<file path="src/rtl/dmem_pkg.sv">
// Shared definitions for the data-memory arbiter: word geometry, port ids and the
// address legality rule used on the granted request.
package dmem_pkg;

  localparam int WORD_BYTES    = 4;
  localparam int DEPTH_DEFAULT = 32;

  localparam logic PORT_A = 1'b0;
  localparam logic PORT_B = 1'b1;

  // Word aligned and inside the memory; the address is widened so any AW fits.
  function automatic logic addr_legal(input logic [63:0] addr, input int depth);
    return ((addr % 64'(WORD_BYTES)) == 64'd0) &&
           ((addr / 64'(WORD_BYTES)) < 64'(depth));
  endfunction

endpackage

</file>
<file path="src/rtl/dmem_arbiter_rr_arb2.sv">
// Two-way round-robin arbiter: a lone request wins outright, contention goes to the
// port that did not win the most recent grant.
module rr_arb2
  import dmem_pkg::*;
(
  input  logic       clk,
  input  logic       rst,
  input  logic [1:0] req,
  output logic [1:0] gnt
);

  logic last;

  always_comb begin
    gnt[PORT_A] = req[PORT_A] & (~req[PORT_B] | (last == PORT_B));
    gnt[PORT_B] = req[PORT_B] & (~req[PORT_A] | (last == PORT_A));
  end

  // Starting from B means A wins the first contention after reset.
  always_ff @(posedge clk or posedge rst) begin
    if (rst) begin
      last <= PORT_B;
    end else if (|gnt) begin
      last <= gnt[PORT_B] ? PORT_B : PORT_A;
    end
  end

endmodule

</file>
<file path="src/rtl/dmem_arbiter.sv">
// Shares the single-port data memory between the core (port A) and the debug/DMA
// loader (port B): one bounds-checked access per cycle, one-cycle registered responses.
module dmem_arbiter
  import dmem_pkg::*;
#(
  parameter int AW    = 32,
  parameter int DW    = 32,
  parameter int DEPTH = DEPTH_DEFAULT
) (
  input  logic          clk,
  input  logic          rst,
  input  logic          a_req,
  input  logic          a_we,
  input  logic [AW-1:0] a_addr,
  input  logic [DW-1:0] a_wdata,
  output logic          a_gnt,
  output logic          a_rvalid,
  output logic [DW-1:0] a_rdata,
  output logic          a_err,
  input  logic          b_req,
  input  logic          b_we,
  input  logic [AW-1:0] b_addr,
  input  logic [DW-1:0] b_wdata,
  output logic          b_gnt,
  output logic          b_rvalid,
  output logic [DW-1:0] b_rdata,
  output logic          b_err,
  output logic          mem_read,
  output logic          mem_write,
  output logic [AW-1:0] mem_addr,
  output logic [DW-1:0] mem_wdata,
  input  logic [DW-1:0] mem_rdata
);

  logic [1:0]    req;
  logic [1:0]    gnt;
  logic          granted;
  logic          sel_we;
  logic          sel_legal;
  logic          access;
  logic          rd_ok;
  logic [AW-1:0] sel_addr;
  logic [DW-1:0] sel_wdata;

  // Requests are masked during reset so no grant or memory strobe leaks out.
  assign req = {b_req, a_req} & {2{~rst}};

  rr_arb2 u_arb (
    .clk (clk),
    .rst (rst),
    .req (req),
    .gnt (gnt)
  );

  assign a_gnt   = gnt[PORT_A];
  assign b_gnt   = gnt[PORT_B];
  assign granted = |gnt;

  always_comb begin
    sel_we    = gnt[PORT_B] ? b_we    : a_we;
    sel_addr  = gnt[PORT_B] ? b_addr  : a_addr;
    sel_wdata = gnt[PORT_B] ? b_wdata : a_wdata;
  end

  assign sel_legal = addr_legal(64'(sel_addr), DEPTH);
  assign access    = granted & sel_legal;
  assign rd_ok     = sel_legal & ~sel_we;

  // An illegal request is still granted so the requester can release, but the
  // memory sees an idle cycle.
  assign mem_read  = access & ~sel_we;
  assign mem_write = access & sel_we;
  assign mem_addr  = access ? sel_addr  : '0;
  assign mem_wdata = access ? sel_wdata : '0;

  logic          a_vld_p1;
  logic          a_err_p1;
  logic [DW-1:0] a_rdata_p1;
  logic          b_vld_p1;
  logic          b_err_p1;
  logic [DW-1:0] b_rdata_p1;

  // Grant edge -> response stage: capture the asynchronous read data for one cycle.
  always_ff @(posedge clk or posedge rst) begin
    if (rst) begin
      a_vld_p1   <= 1'b0;
      a_err_p1   <= 1'b0;
      a_rdata_p1 <= '0;
      b_vld_p1   <= 1'b0;
      b_err_p1   <= 1'b0;
      b_rdata_p1 <= '0;
    end else begin
      a_vld_p1   <= gnt[PORT_A] & rd_ok;
      a_err_p1   <= gnt[PORT_A] & ~sel_legal;
      a_rdata_p1 <= (gnt[PORT_A] & rd_ok) ? mem_rdata : '0;
      b_vld_p1   <= gnt[PORT_B] & rd_ok;
      b_err_p1   <= gnt[PORT_B] & ~sel_legal;
      b_rdata_p1 <= (gnt[PORT_B] & rd_ok) ? mem_rdata : '0;
    end
  end

  assign a_rvalid = a_vld_p1;
  assign a_err    = a_err_p1;
  assign a_rdata  = a_rdata_p1;
  assign b_rvalid = b_vld_p1;
  assign b_err    = b_err_p1;
  assign b_rdata  = b_rdata_p1;

endmodule

</file>
<file path="config.mk">
export PLATFORM = sky130hd
export DESIGN_NAME = dmem_arbiter
export DESIGN_NICKNAME = d
export VERILOG_FILES = /design/src/rtl/dmem_pkg.sv /design/src/rtl/dmem_arbiter_rr_arb2.sv /design/src/rtl/dmem_arbiter.sv
export SDC_FILE = /design/constraint.sdc
export NUM_CORES = 1
export LEC_CHECK = 0
export BUFFER_PORTS_ARGS = -buffer_cell sky130_fd_sc_hd__clkbuf_2
export CELL_PAD_IN_SITES_DETAIL_PLACEMENT = 1
export CELL_PAD_IN_SITES_GLOBAL_PLACEMENT = 2
export CORE_MARGIN = 8
export CORE_UTILIZATION = 20
export CTS_CLUSTER_DIAMETER = 100
export DETAILED_ROUTE_END_ITERATION = 16
export PLACE_DENSITY = 0.95
export SLEW_MARGIN = 20
export SYNTH_ARGS = -nofsm -noshare
export SYNTH_HDL_FRONTEND = slang
export SYNTH_HIERARCHICAL = 1
export SYNTH_SLANG_ARGS = --single-unit
export TNS_END_PERCENT = 5
</file>
<file path="constraint.sdc">
create_clock -name clk -period 4.6 [get_ports clk]
set_input_delay 0.46 -clock clk [delete_from_list [all_inputs] [get_ports clk]]
set_output_delay 0.46 -clock clk [all_outputs]
set_load 0.02 [all_outputs]
</file>
==> results.txt <==
status: finished clean
top-count cell post-synth: nor2_1
Netlist Area Pre-Place: 0.00330 sq mm
Placeable Area: 0.0163 sq mm
io pins: 302
DP HPWL: 11.8 mm
Top FF cell, synth: dfrtp_1
min Tclk post-route: 3.20 ns
total power: 1.45 mW
Post-synth top cells: nor2_1 (74), dfrtp_1 (68), a22oi_1 (37), inv_1 (35), nor3_1 (35)
Final period util: 0.696
clock share of power: 0.453
initial antenna violation count: 0
Crit path top cell by count: clkbuf_2
sequential share of power: 0.425
FF/Latch Area: 0.00173 sq mm
Slew headroom: 0.309
CTS sink count: 69
H-tree Lvls: 3
number of vias in the routed layout: 3,520
Final nets: 800
IR drop worst, VDD: 133 uV
via density per instance: 4.10
share of layout cells above drive strength 1: 0.474
Worst Skew: 0.00525 ns
final WL: 14.3 mm
Bufs and invs on worst path: 3
Leak: 2.80 nW
FF-to-FF setup slack: 2.32 ns
Max Slew Vio Count: 0
Switching Power: 0.344 mW
RSZ-0062 raised after global routing: false
Yosys top cell area share: 0.516
multi-input logic area: 0.00122 sq mm
Post-DRT Antenna Nets: 0
Sw Ratio: 0.237
Worst-Margin Slew: 1.04 ns
register area share after synthesis: 0.524
Worst setup EP type: primary output
placement row count: 47
Peak Freq: 313 MHz
vias in the first global route: 3,893
grt ovf: 0
Die Y: 144 microns
worst skew pair latency: 0.32 ns
Critical Path Start Type: primary input
crit-path max FO: 32
synthesized area per cell: 8.94 sq um
HP Class: in2async
Pre-Repair DR Iteration Count: 4
GP Congestion: 0.827
Final Hold Viols: 0
Starting Density: 0.202
DIE AREA: 0.0209 sq mm
Pwr Density: 285 mW/mm^2
CTS tree: built
Internal: 1.10 mW
postcts setup bufs: 0
largest net degree at the start of global routing: 48
synth warn: 6
CTS buffer count: 9
Critical Path Max Stage Delay: 0.46 ns
1st-iter DRT viols: 66
setup tns final: 0 ns
Die X: 144 microns
Cells after Synth: 369
synthesis-stage register bit count: 69
max-cap violation count: 0
Layout area overhead: 53.8%
crit path max-delay cell type: or4b_1
Clock Path Buffers: 2
delay-heaviest family, CP: simple AND/OR/NAND/NOR gates
Comb pwr share: 0.123
Reg clk slew, reported paths: 0.05 ns
PortBufs: 274
Synth area leader: dfrtp_1
Overall Global Routing Usage: 0.131
root buffer cell: clkbuf_16
PostCTS Resize Cnt: 0
drt wl/cell: 16.7 microns
Netlist cell types: 28
worst endpoint required time: 4.14 ns
antenna cells: 0
CP Class: in2out
hold buffer count at CTS: 0
Residual DRC: 0
Synth area leaders: dfrtp_1 (52%), a22oi_1 (8.4%), nor2_1 (8.4%)
Fillers: 2,058
asr flop ratio synth: 1.00
first-pass GRT wire length: 20.9 mm
Worst Path Arrival: 2.74 ns
worst-path cell chain: clkbuf_2 -> nor2b_1 -> a21boi_4 -> or4b_1 -> o22ai_1 -> o221ai_4 -> buf_4 -> nor3b_1 -> clkbuf_2
number of synthesized flops with an enable pin: 0
# setup viols final: 0
per-stage QoR:
step           instance area, sq um  utilization  hold slack [ns]  cells  setup WS [ns]
2_1_floorplan                  3400            -            0.350    395           1.27
3_3_place_gp                   4790        0.293            0.488    843           1.39
3_5_place_dp                   4790        0.293            0.502    843           1.36
4_1_cts                        5070        0.310            0.147    859           1.34
5_1_grt                        5070        0.310            0.152    859           1.17
6_report                       5070        0.310            0.156    859           1.40
sequential cells by signal, indices dropped and copies added (netlist names):
register,count
a_rdata,32
b_rdata,32
a_err,1
a_rvalid,1
b_err,1
b_rvalid,1
u_arb/last,1
path summary, 6_finish.rpt:
check,startpoint,to,cells after the start
max in group asynchronous,rst,b_rdata[20],3
hold / removal,rst,u_arb/last,2
setup / recovery,rst,mem_read,9
setup reg to reg,u_arb/last,b_err,6
min in group clk,mem_rdata[2],b_rdata[2],3
hold reg to reg,u_arb/last,u_arb/last,2
cells in the final DEF, fill, tap and decap left out, drive strengths merged:
master,Yosys,final
mux2i,1,1
buf,41,8
and4,2,2
bufinv,0,1
a21boi,2,2
or4b,1,1
nor2,74,74
nand2,32,32
o221ai,1,1
inv,35,35
dfstp,1,1
o22ai,2,2
and3,2,2
clkinv,0,3
nor4b,2,2
nor3,35,35
nor2b,5,5
dfrtp,68,68
clkbuf,13,285
nor3b,1,1
conb,1,27
and2,2,2
nand3,1,1
or4,1,1
nor4,8,8
a22oi,37,37
a21oi,1,1
clkinvlp,0,1
layer usage:
metal / wire (microns) / track usage / up-vias
met4: 239 / 0.0345 / 0
met2: 7060 / 0.224 / 197
met1: 5460 / 0.142 / 1627
li1: - / - / 1681
met3: 1590 / 0.0604 / 15
met5: 0 / 0 / -
layout make-up:
class,instances,share of cell area
multi-input cells,237,0.241
clock inverters,5,0.0104
repair buffers,282,0.282
inverters,35,0.0259
well taps,220,0.0543
flip-flops and latches,69,0.341
clock buffers,11,0.0459
logic make-up (layout without fill, tap and decap cells):
logic type / count (synthesis) / after routing / share of synthesized area
other: 1 / 27 / 0.00114
AND/OR/NAND/NOR: 166 / 166 / 0.226
flip-flops: 69 / 69 / 0.524
buffers and inverters: 89 / 333 / 0.149
AO/OA/AOI/OAI: 43 / 43 / 0.0967
multiplexers: 1 / 1 / 0.00304
power by group through the flow:
stage	clock [mW]	sequential, mW	combinational [mW]
final	0.655	0.615	0.178
after CTS	0.677	0.615	0.180
after detailed placement	0	0.625	0.179
after global placement	0	0.625	0.177
after floorplan	0	0.625	0.0967
after global routing	0.702	0.615	0.199
Note: power is estimated with default switching activity, not from simulation.
